File: config.mk
export PLATFORM = sky130hd
export DESIGN_NAME = alarm_time_set
export DESIGN_NICKNAME = d
export VERILOG_FILES = /design/src/rtl/alarm_time_set_pkg.sv /design/src/rtl/alarm_time_set_bcd_field_inc.sv /design/src/rtl/alarm_time_set.sv
export SDC_FILE = /design/constraint.sdc
export NUM_CORES = 1
export LEC_CHECK = 0
export CAP_MARGIN = 25
export CORE_MARGIN = 2
export CORE_UTILIZATION = 45
export DETAILED_ROUTE_END_ITERATION = 10
export HOLD_SLACK_MARGIN = 0.06
export PLACE_DENSITY = 0.82
export RECOVER_POWER = 50
export REMOVE_ABC_BUFFERS = 1
export SLEW_MARGIN = 20
export SYNTH_ARGS = -nofsm -noshare
export SYNTH_HDL_FRONTEND = slang
export SYNTH_SLANG_ARGS = --single-unit
File: constraint.sdc
create_clock -name clk_fast -period 7.54 [get_ports clk_fast]
set_input_delay 2.262 -clock clk_fast [delete_from_list [all_inputs] [get_ports clk_fast]]
set_output_delay 2.262 -clock clk_fast [all_outputs]
set_load 0.02 [all_outputs]
File: src/rtl/alarm_time_set_pkg.sv
// Shared types and constants for the alarm-time setter.
package alarm_time_set_pkg;

   localparam int unsigned DIGIT_W = 4;
   localparam int unsigned CNT_W   = 4;

   typedef enum logic [1:0] {
      ST_IDLE   = 2'd0,
      ST_HOLD   = 2'd1,
      ST_REPEAT = 2'd2,
      ST_LOCK   = 2'd3
   } state_t;

   typedef struct packed {
      logic               pm;
      logic [DIGIT_W-1:0] hours_msd;
      logic [DIGIT_W-1:0] hours_lsd;
      logic [DIGIT_W-1:0] minutes_msd;
      logic [DIGIT_W-1:0] minutes_lsd;
   } alarm_time_t;

   localparam logic               RESET_PM          = 1'b0;
   localparam logic [DIGIT_W-1:0] RESET_HOURS_MSD   = 4'd1;
   localparam logic [DIGIT_W-1:0] RESET_HOURS_LSD   = 4'd2;
   localparam logic [DIGIT_W-1:0] RESET_MINUTES_MSD = 4'd0;
   localparam logic [DIGIT_W-1:0] RESET_MINUTES_LSD = 4'd0;

   // BCD {msd,lsd} limits
   localparam logic [7:0] MINUTES_LIMIT = 8'h59;
   localparam logic [7:0] HOURS_LIMIT   = 8'h12;
   localparam logic [7:0] HOURS_PM_EDGE = 8'h11;

   localparam alarm_time_t RESET_TIME = '{
      pm:          RESET_PM,
      hours_msd:   RESET_HOURS_MSD,
      hours_lsd:   RESET_HOURS_LSD,
      minutes_msd: RESET_MINUTES_MSD,
      minutes_lsd: RESET_MINUTES_LSD
   };

endpackage

File: src/rtl/alarm_time_set_bcd_field_inc.sv
// Combinational BCD step for one clock field: hours 12->1..11->12, minutes 00..59.
module bcd_field_inc
   import alarm_time_set_pkg::*;
(
   input  logic               hours,
   input  logic [DIGIT_W-1:0] msd,
   input  logic [DIGIT_W-1:0] lsd,
   output logic [DIGIT_W-1:0] next_msd_c,
   output logic [DIGIT_W-1:0] next_lsd_c,
   output logic               pm_toggle_c
);

   // Generic decimal carry, then field-specific wrap points
   always_comb begin
      next_msd_c  = msd;
      next_lsd_c  = DIGIT_W'(lsd + 4'd1);
      pm_toggle_c = 1'b0;
      if (lsd == 4'd9) begin
         next_msd_c = DIGIT_W'(msd + 4'd1);
         next_lsd_c = 4'd0;
      end
      if (hours) begin
         if ({msd, lsd} == HOURS_LIMIT) begin
            next_msd_c = 4'd0;
            next_lsd_c = 4'd1;
         end else if ({msd, lsd} == HOURS_PM_EDGE) begin
            pm_toggle_c = 1'b1;
         end
      end else if ({msd, lsd} == MINUTES_LIMIT) begin
         next_msd_c = 4'd0;
         next_lsd_c = 4'd0;
      end
   end

endmodule

File: src/rtl/alarm_time_set.sv
// Button-driven alarm time writer (12-hour BCD + PM flag).
// Auto-repeat (HOLD/REPEAT states, hold counter) is built only when
// ALARM_TIME_SET_AUTOREPEAT_EN is defined; otherwise a press steps once and
// waits for full release.
module alarm_time_set
   import alarm_time_set_pkg::*;
#(
   parameter int unsigned REPEAT_DELAY = 2
) (
   input  logic               clk_fast,
   input  logic               reset,
   input  logic               en,
   input  logic               tick_1hz,
   input  logic               set_hours,
   input  logic               set_minutes,
   output logic               alarm_pm,
   output logic [DIGIT_W-1:0] alarm_hours_msd,
   output logic [DIGIT_W-1:0] alarm_hours_lsd,
   output logic [DIGIT_W-1:0] alarm_minutes_msd,
   output logic [DIGIT_W-1:0] alarm_minutes_lsd,
   output logic [DIGIT_W-1:0] alarm_seconds_msd,
   output logic [DIGIT_W-1:0] alarm_seconds_lsd,
   output logic               alarm_changed
);

   state_t      state, state_nxt;
   alarm_time_t time_q, time_nxt, time_inc_c;
   logic        changed_q, changed_nxt;
   logic        en_q, btn_h_q, btn_m_q, prev_h_q, prev_m_q;
   logic        edge_h_c, edge_m_c, chord_c, inc_hours_c, pm_toggle_c;
   logic [DIGIT_W-1:0] inc_msd_c, inc_lsd_c, next_msd_c, next_lsd_c;

`ifdef ALARM_TIME_SET_AUTOREPEAT_EN
   logic             tick_q, sel_hours_q, sel_hours_nxt, serviced_c;
   logic [CNT_W-1:0] hold_cnt_q, hold_cnt_nxt;
`else
   logic unused_cfg;
   assign unused_cfg = ^{tick_1hz, 32'(REPEAT_DELAY)};
`endif

   // Input sampling and edge history; keeps running while disabled
   always_ff @(posedge clk_fast) begin
      if (reset) begin
         en_q     <= 1'b0;
         btn_h_q  <= 1'b0;
         btn_m_q  <= 1'b0;
         prev_h_q <= 1'b0;
         prev_m_q <= 1'b0;
`ifdef ALARM_TIME_SET_AUTOREPEAT_EN
         tick_q   <= 1'b0;
`endif
      end else begin
         en_q     <= en;
         btn_h_q  <= set_hours;
         btn_m_q  <= set_minutes;
         prev_h_q <= btn_h_q;
         prev_m_q <= btn_m_q;
`ifdef ALARM_TIME_SET_AUTOREPEAT_EN
         tick_q   <= tick_1hz;
`endif
      end
   end

   assign edge_h_c = btn_h_q & ~prev_h_q;
   assign edge_m_c = btn_m_q & ~prev_m_q;
   assign chord_c  = btn_h_q & btn_m_q;

   // Pick the field to step: the pressed button in IDLE, else the serviced one
   always_comb begin
      inc_hours_c = edge_h_c;
`ifdef ALARM_TIME_SET_AUTOREPEAT_EN
      if (state != ST_IDLE) inc_hours_c = sel_hours_q;
      serviced_c = sel_hours_q ? btn_h_q : btn_m_q;
`endif
      inc_msd_c = inc_hours_c ? time_q.hours_msd : time_q.minutes_msd;
      inc_lsd_c = inc_hours_c ? time_q.hours_lsd : time_q.minutes_lsd;
   end

   bcd_field_inc u_inc (
      .hours       (inc_hours_c),
      .msd         (inc_msd_c),
      .lsd         (inc_lsd_c),
      .next_msd_c  (next_msd_c),
      .next_lsd_c  (next_lsd_c),
      .pm_toggle_c (pm_toggle_c)
   );

   // Time word with the selected field stepped
   always_comb begin
      time_inc_c = time_q;
      if (inc_hours_c) begin
         time_inc_c.hours_msd = next_msd_c;
         time_inc_c.hours_lsd = next_lsd_c;
         time_inc_c.pm        = time_q.pm ^ pm_toggle_c;
      end else begin
         time_inc_c.minutes_msd = next_msd_c;
         time_inc_c.minutes_lsd = next_lsd_c;
      end
   end

   // Next-state and next-output logic
   always_comb begin
      state_nxt   = state;
      time_nxt    = time_q;
      changed_nxt = 1'b0;
`ifdef ALARM_TIME_SET_AUTOREPEAT_EN
      hold_cnt_nxt  = hold_cnt_q;
      sel_hours_nxt = sel_hours_q;
`endif
      if (!en_q) begin
         state_nxt = ST_IDLE;
`ifdef ALARM_TIME_SET_AUTOREPEAT_EN
         hold_cnt_nxt = '0;
`endif
      end else begin
         case (state)
            ST_IDLE: begin
               if (chord_c && (edge_h_c || edge_m_c)) begin
                  time_nxt    = RESET_TIME;
                  changed_nxt = 1'b1;
                  state_nxt   = ST_LOCK;
               end else if (edge_h_c || edge_m_c) begin
                  time_nxt    = time_inc_c;
                  changed_nxt = 1'b1;
`ifdef ALARM_TIME_SET_AUTOREPEAT_EN
                  state_nxt     = ST_HOLD;
                  hold_cnt_nxt  = '0;
                  sel_hours_nxt = edge_h_c;
`else
                  state_nxt   = ST_LOCK;
`endif
               end
            end
`ifdef ALARM_TIME_SET_AUTOREPEAT_EN
            ST_HOLD, ST_REPEAT: begin
               if (chord_c) begin
                  time_nxt    = RESET_TIME;
                  changed_nxt = 1'b1;
                  state_nxt   = ST_LOCK;
               end else if (!serviced_c) begin
                  state_nxt = ST_IDLE;
               end else if (tick_q) begin
                  if (state == ST_REPEAT ||
                      CNT_W'(hold_cnt_q + 1'b1) == CNT_W'(REPEAT_DELAY)) begin
                     time_nxt    = time_inc_c;
                     changed_nxt = 1'b1;
                     state_nxt   = ST_REPEAT;
                  end else begin
                     hold_cnt_nxt = CNT_W'(hold_cnt_q + 1'b1);
                  end
               end
            end
`endif
            ST_LOCK: begin
               if (!btn_h_q && !btn_m_q) state_nxt = ST_IDLE;
            end
            default: state_nxt = ST_IDLE;
         endcase
      end
   end

   // State and output registers
   always_ff @(posedge clk_fast) begin
      if (reset) begin
         state     <= ST_IDLE;
         time_q    <= RESET_TIME;
         changed_q <= 1'b0;
`ifdef ALARM_TIME_SET_AUTOREPEAT_EN
         hold_cnt_q  <= '0;
         sel_hours_q <= 1'b0;
`endif
      end else begin
         state     <= state_nxt;
         time_q    <= time_nxt;
         changed_q <= changed_nxt;
`ifdef ALARM_TIME_SET_AUTOREPEAT_EN
         hold_cnt_q  <= hold_cnt_nxt;
         sel_hours_q <= sel_hours_nxt;
`endif
      end
   end

   assign alarm_pm          = time_q.pm;
   assign alarm_hours_msd   = time_q.hours_msd;
   assign alarm_hours_lsd   = time_q.hours_lsd;
   assign alarm_minutes_msd = time_q.minutes_msd;
   assign alarm_minutes_lsd = time_q.minutes_lsd;
   assign alarm_seconds_msd = 4'd0;
   assign alarm_seconds_lsd = 4'd0;
   assign alarm_changed     = changed_q;

endmodule

==> results.yml, run 1 <==
synth:
  ys_seq_area_frac: 0.331
  synth_area_um2: 1450
  ys.flop_type: "dfxtp_1"
  netlist-cell-type-count: 47
  avgSynthCellArea_um2: 8.90
  synth_top_area_share: 0.331
  synthArstFlopShare: 0
  synth_top_area_cell: "dfxtp_1"
  yosys_warnings: 0
  synth_edf_count: 0
  synth_seq_cells: 24
  synth_area_leaders: "dfxtp_1 33%, o41ai_2 4.5%, mux2i_1 4.1%"
  syn_inst: 163
timing:
  slew_headroom: 0.370
  hold_viol: 0
  setup_viol: 0
  tightest_slew_ns: 0.942
  fin_crit_ns: 3.81
  rsz0062_at_grt: "no"
  holdWs_ns: 0.466
  post-route-period-util: 0.506
  fmaxAchievable_mhz: 262
  skew_ns: 0.0112
  slew_viol_final: 0
  setup-tns-final_ns: 0
critical_path:
  critPathMaxFanout: 8
  critPathBufInv: 1
  path_cells: "clkdlybuf4s50_1"
  crit_type: "flop to output port"
  crit_family: "buffers and inverters"
  worstPathArrival_ns: 1.55
  crit_path_end_kind: "output port"
  cpMaxStageDelayCell: "clkdlybuf4s50_1"
  start_kind: "flop"
  cp.required_ns: 5.28
  slowest_delay_ns: 0.68
cells_and_area:
  syn_to_final_growth_pct: 15.3
  final_area_um2: 1670
  layout.cells.most_common_list: "24 x dfxtp_1, 19 x clkdlybuf4s50_1, 14 x nand2_1"
  nNetsFinal: 191
  antenna_cells: 0
  fin_util: 0.548
  layout_commonest_cell: "dfxtp_1"
  drive_gt1_frac: 0.0989
power_and_ir_drop:
  pwr-share-comb: 0.148
  p_int_w: 0.000173
  p_leak_nw: 0.610
  switching_share: 0.271
  finalPower_w: 0.000238
  ir_drop_mv: 0.0819
  switchingPower_w: 0.0000646
  clockPowerShare: 0.291
  p_seq_frac: 0.561
  powerDensity_nw_per_um2: 142
clocking:
  cts_tree: "built"
  clockBufferDepth: 2
  cts.clk_slew.worst_paths_ns: 0.14
  clock_latency_ns: 0.32
  cts_resized: 0
  cts_root_buffer: "clkbuf_4"
  numCtsBuffers: 3
  cts_setup_buffers: 0
  cts_max_level: 1
  hold_buffers: 0
  cts.sinks: 24
grt:
  grt_max_degree: 29
  grt_pass1_vias: 1069
  grt_usage: 0.179
  overflow: 0
  antenna_found_initial: 0
  grt_pass1_wl_mm: 4.90
hold_path:
  worstHoldPathType: "flop to flop"
route:
  met2_length_mm: 1.54
  num_vias: 1222
  dr.pass1.iters: 4
  drt_iter0_markers: 41
  ant_nets: 0
  viasPerCell: 5.41
  drt-wirelength-per-cell_um: 13.7
  met3_length_um: 126
  drc: 0
  highest_layer: "met4"
  drt-met1-wl_mm: 1.41
  drt-total-wl_mm: 3.11
floorplan:
  fp.dieW_um: 60.8
  start_util: 0.475
  core_area_um2: 3050
  die_area_um2: 3690
  io_pins: 32
  die_h_um: 60.8
  fp-row-count: 20
placement:
  dpl_cell_area_um2: 1660
  io_buffers: 22
  dp.final_hpwl_mm: 2.21
  place.gp.congestion: 0.911
flow_run:
  max-cap-violations: 0
outcome:
  status: "finished clean"
## Yosys cell counts, types with 2 or more instances
| cell type | number |
|---|---|
| a21oi_1 | 10 |
| a22oi_1 | 2 |
| buf_4 | 8 |
| buf_6 | 2 |
| clkbuf_1 | 5 |
| dfxtp_1 | 24 |
| ha_1 | 2 |
| inv_1 | 7 |
| mux2_2 | 3 |
| mux2i_1 | 6 |
| nand2_1 | 14 |
| nand2b_1 | 4 |
| nand2b_2 | 2 |
| nand3_1 | 8 |
| nand3b_1 | 8 |
| nor2_1 | 8 |
| nor2b_1 | 7 |
| nor4_1 | 2 |
| o21ai_0 | 3 |
| o21ai_1 | 2 |
| o41ai_1 | 2 |
| o41ai_2 | 4 |
| or4_1 | 2 |
| xnor2_1 | 3 |
| xor2_1 | 3 |
## power groups by stage
| stage | Clock (W) | Sequential [W] | Combinational, W |
|---|---|---|---|
| final | 0.0000693 | 0.000133 | 0.0000353 |
| after global routing | 0.0000738 | 0.000134 | 0.0000380 |
| after CTS | 0.0000696 | 0.000133 | 0.0000354 |
| after detailed placement | 0 | 0.000136 | 0.0000353 |
| after global placement | 0 | 0.000136 | 0.0000343 |
| after floorplan | 0 | 0.000137 | 0.0000221 |
## stage by stage
step | worst slack, ns | instances
after CTS | 3.73 | 226
after floorplan | 4.72 | 155
final | 3.73 | 226
after global placement | 3.66 | 222
after global routing | 3.66 | 226
after detailed placement | 3.61 | 222
## area by class of cell
type	count	area (µm²)
inverter	7	26.3
tap	44	55.1
multi-input combinational	124	846
clock buffer	4	36.3
timing repair buffer	23	228
sequential	24	480
fill	284	1380
## state kept, by name (all words and copies together) (netlist names)
| signal | flops |
|---|---|
| btn_h_q | 1 |
| prev_m_q | 1 |
| alarm_hours_msd | 4 |
| state | 1 |
| alarm_minutes_msd | 4 |
| btn_m_q | 1 |
| prev_h_q | 1 |
| alarm_hours_lsd | 4 |
| alarm_changed | 1 |
| en_q | 1 |
| alarm_minutes_lsd | 4 |
| alarm_pm | 1 |
## metal layers
metal | track usage | vias to the layer above
met3 | 0.0192 | 2
met5 | 0 | -
met4 | 0.0932 | 0
li1 | - | 602
met2 | 0.295 | 27
met1 | 0.231 | 591
## path summary, 6_finish.rpt
path / cells after the start / startpoint / slack [ns] / end
setup / recovery: 1 / alarm_hours_lsd[2] / 3.73 / alarm_hours_lsd[2]
hold / removal: 2 / en_q / 0.47 / state[0]
setup reg to reg: 8 / btn_h_q / 4.86 / alarm_hours_msd[2]
hold reg to reg: 2 / en_q / 0.47 / state[0]
## cells by family after synthesis
kind of cell             synth area share
XOR/XNOR                           0.0362
flip-flops                          0.331
AO/OA/AOI/OAI                       0.163
AND/OR/NAND/NOR                     0.287
buffers and inverters              0.0880
other                             0.00259
adder cells (fa/ha/maj)            0.0173
multiplexers                       0.0742
No activity file was read; power rests on OpenSTA's default activity.
==> run 2, diff against run 1 <==
Clock period 7.54 ns to 3.9 ns, I/O delays scaled along.
==> results.yml, run 2 (same netlist as run 1, synthesis figures left out) <==
outcome:
  status: "finished clean"
route:
  drt-wirelength-per-cell_um: 13.8
  num_vias: 1241
  ant_nets: 0
  dr.pass1.iters: 4
  drt_iter0_markers: 35
  viasPerCell: 5.49
  drt-total-wl_mm: 3.11
  drc: 0
critical_path:
  cp.required_ns: 2.73
  critPathMaxFanout: 8
  crit_path_end_kind: "output port"
  cpMaxStageDelayCell: "clkdlybuf4s50_1"
  critPathBufInv: 1
  cp_num_cells: 1
  reg2reg_depth: 8
  crit_family: "buffers and inverters"
  reg2reg_slack_ns: 1.18
  path_cells: "clkdlybuf4s50_1"
  start_kind: "flop"
  crit_type: "flop to output port"
  slowest_delay_ns: 0.68
  worstPathArrival_ns: 1.56
  r2r_end: "alarm_minutes_msd[2]"
  r2r-start: "btn_h_q"
clocking:
  cts_resized: 0
  clock_latency_ns: 0.32
  clockBufferDepth: 2
  cts.sinks: 24
  hold_buffers: 0
  cts.clk_slew.worst_paths_ns: 0.13
  numCtsBuffers: 3
  cts_tree: "built"
  cts_root_buffer: "clkbuf_4"
  cts_setup_buffers: 0
  cts_max_level: 1
power_and_ir_drop:
  ir_drop_mv: 0.151
  powerDensity_nw_per_um2: 298
  p_leak_nw: 0.660
grt:
  grt_pass1_wl_mm: 5.12
  overflow: 0
  grt_usage: 0.186
  grt_max_degree: 29
  grt_pass1_vias: 1159
  antenna_found_initial: 0
cells_and_area:
  drive_gt1_frac: 0.115
  nNetsFinal: 191
  layout.cells.most_common_list: "24 x dfxtp_1, 14 x nand2_1, 12 x dlygate4sd3_1"
  syn_to_final_growth_pct: 17.9
  antenna_cells: 0
  layout_commonest_cell: "dfxtp_1"
hold_path:
  whs_endpoint: "state[0]"
  worstHoldPathType: "flop to flop"
  min_from: "en_q"
  min_path_cells: 2
floorplan:
  start_util: 0.475
  core_area_um2: 3050
  die_area_um2: 3690
  fp-row-count: 20
  io_pins: 32
  fp.dieW_um: 60.8
  die_h_um: 60.8
timing:
  slew_headroom: 0.348
  holdWs_ns: 0.475
  fmaxAchievable_mhz: 366
  skew_ns: 0.00239
  hold_viol: 0
  setup-tns-final_ns: 0
  post-route-period-util: 0.700
  rsz0062_at_grt: "no"
  slew_viol_final: 0
  setup_viol: 0
  fin_crit_ns: 2.73
  tightest_slew_ns: 0.974
flow_run:
  max-cap-violations: 0
placement:
  place.gp.congestion: 0.912
  io_buffers: 22
  dp.final_hpwl_mm: 2.18
==> run 2: per-layer routing <==
layer,wire [µm],GRT usage
met5,0,0
met4,78,0.0994
met3,143,0.0235
met2,1540,0.315
met1,1350,0.229
==> run 2: per-stage QoR <==
| stage | power (W) | setup WS [ns] | area (µm²) | std cells | util |
|---|---|---|---|---|---|
| final | 0.000509 | 1.17 | 1710 | 226 | 0.560 |
| after global routing | 0.000531 | 1.03 | 1710 | 226 | 0.560 |
| after CTS | 0.000511 | 1.16 | 1710 | 226 | 0.560 |
| after detailed placement | 0.000331 | 1.12 | 1660 | 222 | 0.543 |
| after global placement | 0.000329 | 1.12 | 1660 | 222 | 0.543 |
| after floorplan | 0.000308 | 1.48 | 1380 | 155 | - |
==> run 2: report_power, final <==
part           total [W]  internal, W  switching, W  leakage [nW]
Sequential      0.000258     0.000251    0.00000709         0.195
Clock           0.000183     0.000104     0.0000788        0.0279
Combinational  0.0000684    0.0000269     0.0000414         0.437
==> run 2: cell type report <==
cell class              count  area [µm²]
fillers                   283        1340
multi-input cells         124         868
flip-flops and latches     24         480
repair buffers             23         228
well taps                  44        55.1
clock inverters             1        30.0
inverters                   7        26.3
clock buffers               3        22.5
==> run 2: worst max-delay path by stage <==
stage,startpoint,slack [ns],endpoint
4_1_cts,alarm_hours_lsd[2],1.16,alarm_hours_lsd[2]
6_report,alarm_hours_lsd[2],1.17,alarm_hours_lsd[2]
3_3_place_gp,reset,1.12,alarm_hours_msd[0]
5_1_grt,btn_h_q,1.03,alarm_minutes_lsd[3]
3_5_place_dp,reset,1.12,alarm_hours_msd[0]
2_1_floorplan,btn_h_q,1.48,alarm_minutes_lsd[3]
==> run 3, diff against run 2 <==
Settings changed: PLACE_DENSITY 0.82 to 0.85.
Clock period 3.9 ns to 2.47 ns, I/O delays scaled along.
==> results.yml, run 3 (same netlist as run 1, synthesis figures left out) <==
outcome:
  status: "finished clean"
route:
  drt-met1-wl_mm: 1.42
  drt_iter0_markers: 43
  viasPerCell: 5.35
  dr.pass1.iters: 4
  drt-wirelength-per-cell_um: 13.4
  met3_length_um: 132
  drc: 0
  highest_layer: "met4"
  ant_nets: 0
  num_vias: 1253
  met2_length_mm: 1.55
  drt-total-wl_mm: 3.15
critical_path:
  slowest_delay_ns: 0.52
  critPathMaxFanout: 5
  path_cells: "and2b_4 -> mux2_2 -> ha_1 -> or4b_4 -> nor4_4 -> or2_1 -> or4_4 -> a21oi_2"
  crit_family: "simple AND/OR/NAND/NOR gates"
  cpMaxStageDelayCell: "or4_4"
  critPathBufInv: 0
  start_kind: "flop"
  worstPathArrival_ns: 2.64
  crit_type: "flop to flop"
  cp.required_ns: 2.74
  crit_path_end_kind: "flop"
grt:
  antenna_found_initial: 0
  grt_max_degree: 29
  grt_pass1_vias: 1132
  grt_usage: 0.189
  overflow: 0
  grt_pass1_wl_mm: 5.25
timing:
  setup_viol: 0
  slew_viol_final: 0
  setup-tns-final_ns: 0
  skew_ns: 0.00192
  fin_crit_ns: 2.37
  fmaxAchievable_mhz: 422
  post-route-period-util: 0.960
  rsz0062_at_grt: "no"
  slew_headroom: 0.498
  hold_viol: 0
  tightest_slew_ns: 0.751
flow_run:
  max-cap-violations: 0
placement:
  io_buffers: 22
  place.gp.congestion: 0.918
  dp.final_hpwl_mm: 2.18
  placed_cells_incl_taps: 229
cells_and_area:
  nNetsFinal: 199
  layout.cells.most_common_list: "24 x dfxtp_1, 14 x nand2_1, 12 x dlygate4sd3_1"
  layout_commonest_cell: "dfxtp_1"
  antenna_cells: 0
  instances_no_fill: 234
  drive_gt1_frac: 0.163
  syn_to_final_growth_pct: 22.6
clocking:
  numCtsBuffers: 3
  clockBufferDepth: 2
  cts_tree: "built"
  cts_max_level: 1
  cts.clk_slew.worst_paths_ns: 0.13
  cts.sinks: 24
  cts_root_buffer: "clkbuf_4"
  clock_latency_ns: 0.32
floorplan:
  fp.dieW_um: 60.8
  core_area_um2: 3050
  die_area_um2: 3690
  fp-row-count: 20
  die_h_um: 60.8
  start_util: 0.475
  io_pins: 32
power_and_ir_drop:
  finalPower_w: 0.000814
  ir_drop_mv: 0.205
  powerDensity_nw_per_um2: 458
  p_leak_nw: 0.701
hold_path:
  worstHoldPathType: "flop to flop"
run 3: tightest hold or removal path: cells and delay by family, from the launching register on:
family           cells  cell delay [ns]
AO/OA/AOI/OAI        1             0.04
flip-flops           1             0.33
AND/OR/NAND/NOR      1             0.06
run 3: layout make-up:
type / instances / area, µm²
multi-input cells: 124 / 880
clock buffers: 3 / 22.5
inverters: 7 / 26.3
repair buffers: 31 / 284
clock inverters: 1 / 30.0
well taps: 44 / 55.1
fillers: 276 / 1270
flip-flops and latches: 24 / 480
run 3: power by group:
part | total, W | switching [W] | leakage (nW) | internal (W)
sequential | 0.000406 | 0.00000977 | 0.195 | 0.000396
clock | 0.000288 | 0.000123 | 0.0279 | 0.000164
combinational | 0.000120 | 0.0000702 | 0.478 | 0.0000503
total | 0.000814 | 0.000203 | 0.701 | 0.000611
run 3: metrics by stage:
stage,setup slack (ns),hold slack [ns],utilization,cell area (µm²)
2_1_floorplan,0.0538,0.421,-,1380
3_3_place_gp,0.0902,0.434,0.560,1710
3_5_place_dp,0.0643,0.444,0.560,1710
4_1_cts,0.0318,0.464,0.577,1760
5_1_grt,0.00678,0.472,0.582,1780
6_report,0.0998,0.461,0.582,1780
run 3: repair_timing:
item / CTS / global route
buffers inserted: 0 / 1
gates resized for setup: 0 / 3
hold buffers: 0 / 0
setup endpoints to repair: 0 / 7
run 3: path summary, 6_finish.rpt:
path / depth (start not counted) / endpoint / slack [ns] / from
worst min register to register: 2 / state[0] / 0.46 / en_q
worst max-delay path: 8 / alarm_minutes_lsd[3] / 0.1 / prev_h_q
worst min-delay path: 2 / state[0] / 0.46 / en_q
worst max register to register: 8 / alarm_minutes_lsd[3] / 0.1 / prev_h_q
run 3: layer usage:
layer  track usage  vias up
met5             0        -
met4        0.0776        0
met3        0.0320        5
met2         0.300       28
met1         0.255      602
li1              -      618
==> RTL change, RTL diff (settings of run 3) <==
The option `ALARM_TIME_SET_AUTOREPEAT_EN` is turned on by a define.
--- a/src/rtl/alarm_time_set.sv
+++ b/src/rtl/alarm_time_set.sv
@@ -4,2 +4,4 @@
 // waits for full release.
+`define ALARM_TIME_SET_AUTOREPEAT_EN
+
 module alarm_time_set
Formal check against the unedited RTL: not equivalent (Yosys sat finds a counterexample within 4 cycles, from zero or initial values and one cycle with reset high).
==> RTL change against run 3 <==
Global-route usage increased by 1.3 points; setup slack better by 0.095 ns; sequential cell count increased by 7; hold slack improved by 0.050 ns; combinational power up 37%; design area is 40% higher; area after synthesis up 43%; via count is 57% higher; power rose by 39%; critical path type unchanged; wire length up 65%; largest power group unchanged.
==> RTL change: results (changes against run 3) <==
metric,value,unit,change
outcome,completed,,unchanged
cts_root_buffer,clkbuf_8,,was clkbuf_4
grt_usage,0.202,,was 0.189
whs,0.511,ns,was 0.461 ns
dp_hpwl,3.52,mm,was 2.18 mm
preCtsSetupSlack,-0.0724,ns,was 0.0643 ns
placed_cells,319,,was 229
port_buffers,23,,was 22
p_seq_frac,0.462,,was 0.499
dr_total_vias,1965,,was 1253
wirelength,5.19,mm,was 3.15 mm
synth.top_cells.by_count,"dfxtp_1 (31), nand2_1 (22), a21oi_1 (19)",,"was dfxtp_1 (24), nand2_1 (14), a21oi_1 (10)"
grt_pass1_vias,1772,,was 1132
drive_gt1_frac,0.134,,was 0.163
total_leakage_power,0.942,nW,was 0.701 nW
netlist_instances,245,,was 163
ys_seq_area_frac,0.300,,was 0.331
place_area,0.00234,mm^2,was 0.00171 mm^2
timing.rr.end,alarm_pm$_SDFFE_PP0P_,,was alarm_minutes_lsd[3]$_SDFFE_PP0P_
clkLatencyLatePin,0.28,ns,was 0.32 ns
p_sw,0.000306,W,was 0.000203 W
rrSetupSlack,0.19,ns,was 0.1 ns
fill_cells,379,,was 276
grt_max_degree,21,,was 29
drt_iter0_drc,218,,was 43
place_congestion,0.892,,was 0.918
synth.distinct_cells,59,,was 47
routedWlPerCell,15.8,um,was 13.4 um
crit_slowest_cell,dfxtp_1,,was or4_4
nets,290,,was 199
synthTopCellsByArea,"dfxtp_1 (30%), ha_1 (5.4%), mux2i_1 (4.8%), a21oi_1 (4.6%), nand2_1 (4.0%)",,"was dfxtp_1 (33%), o41ai_2 (4.5%), mux2i_1 (4.1%), buf_4 (4.1%), nand3b_1 (4.1%)"
numCtsBuffers,5,,was 3
hold_path_end,alarm_pm$_SDFFE_PP0P_,,was state[0]$_SDFFE_PP0P_
r2r_cells,12,,was 8
crit_arrival,2.48,ns,was 2.64 ns
==> RTL change: cell count changes after synthesis, moves of 4 or more <==
| cell | change |
|---|---|
| o41ai_2 | -4 |
| a21oi_1 | +9 |
| ha_1 | +7 |
| nor2_1 | +9 |
| a32oi_1 | +4 |
| dfxtp_1 | +7 |
| nand4_1 | +4 |
| mux2i_1 | +4 |
| o21ai_0 | +13 |
| nand3b_1 | -6 |
| nand2_1 | +8 |
| a31oi_1 | +5 |
==> RTL change: layer usage <==
layer  share of wire  track usage
met5               0            0
met3           0.082       0.0450
met2            0.47        0.324
met1            0.44        0.270
met4           0.012       0.0650
==> RTL change: worst max-delay path, delay by kind of cell, from the launching register on <==
kind	cells	cell delay [ns]
AO/OA/AOI/OAI	1	0.17
adder cells (fa/ha/maj)	2	0.45
multiplexers	1	0.24
AND/OR/NAND/NOR	7	0.90
buffers and inverters	1	0.11
flip-flops	1	0.34
==> RTL change: cells by family (layout without fill, tap and decap cells) <==
logic type / after synthesis / after routing / share of synthesized area
simple gates: 88 / 88 / 0.242
compound gates: 75 / 75 / 0.260
flops: 31 / 31 / 0.300
buf+inv: 26 / 50 / 0.0714
mux: 11 / 11 / 0.0539
fa+ha+maj: 9 / 9 / 0.0545
xor+xnor: 4 / 4 / 0.0170
other cells: 1 / 8 / 0.00181
==> RTL change: area by class of cell <==
type / instances / area, um^2 / area share
multi-input cells: 195 / 1360 / 0.548
flip-flops and latches: 31 / 621 / 0.250
repair buffers: 33 / 302 / 0.121
clock buffers: 8 / 100 / 0.0403
well taps: 52 / 65.1 / 0.0262
inverters: 9 / 33.8 / 0.0136
==> RTL change: worst max path at each step <==
stage                                     start                         endpoint  slack [ns]  depth (start not counted)
after floorplan           state[0]$_SDFFE_PP0P_  alarm_hours_lsd[1]$_SDFFE_PP1P_        0.04                         11
after global placement    state[0]$_SDFFE_PP0P_  alarm_hours_lsd[1]$_SDFFE_PP1P_        0.06                         11
after detailed placement  state[0]$_SDFFE_PP0P_  alarm_hours_lsd[1]$_SDFFE_PP1P_       -0.07                         11
after CTS                 state[0]$_SDFFE_PP0P_  alarm_hours_lsd[1]$_SDFFE_PP1P_        0.05                         11
after global routing      state[1]$_SDFFE_PP0P_  alarm_hours_lsd[2]$_SDFFE_PP0P_      -0.006                          8
final                     state[1]$_SDFFE_PP0P_            alarm_pm$_SDFFE_PP0P_        0.19                         12
==> RTL change: timing repair <==
item                       CTS  global route
resized for setup            1             9
setup endpoints to repair    2            11
setup buffers                0             1
pin swaps                    0             2
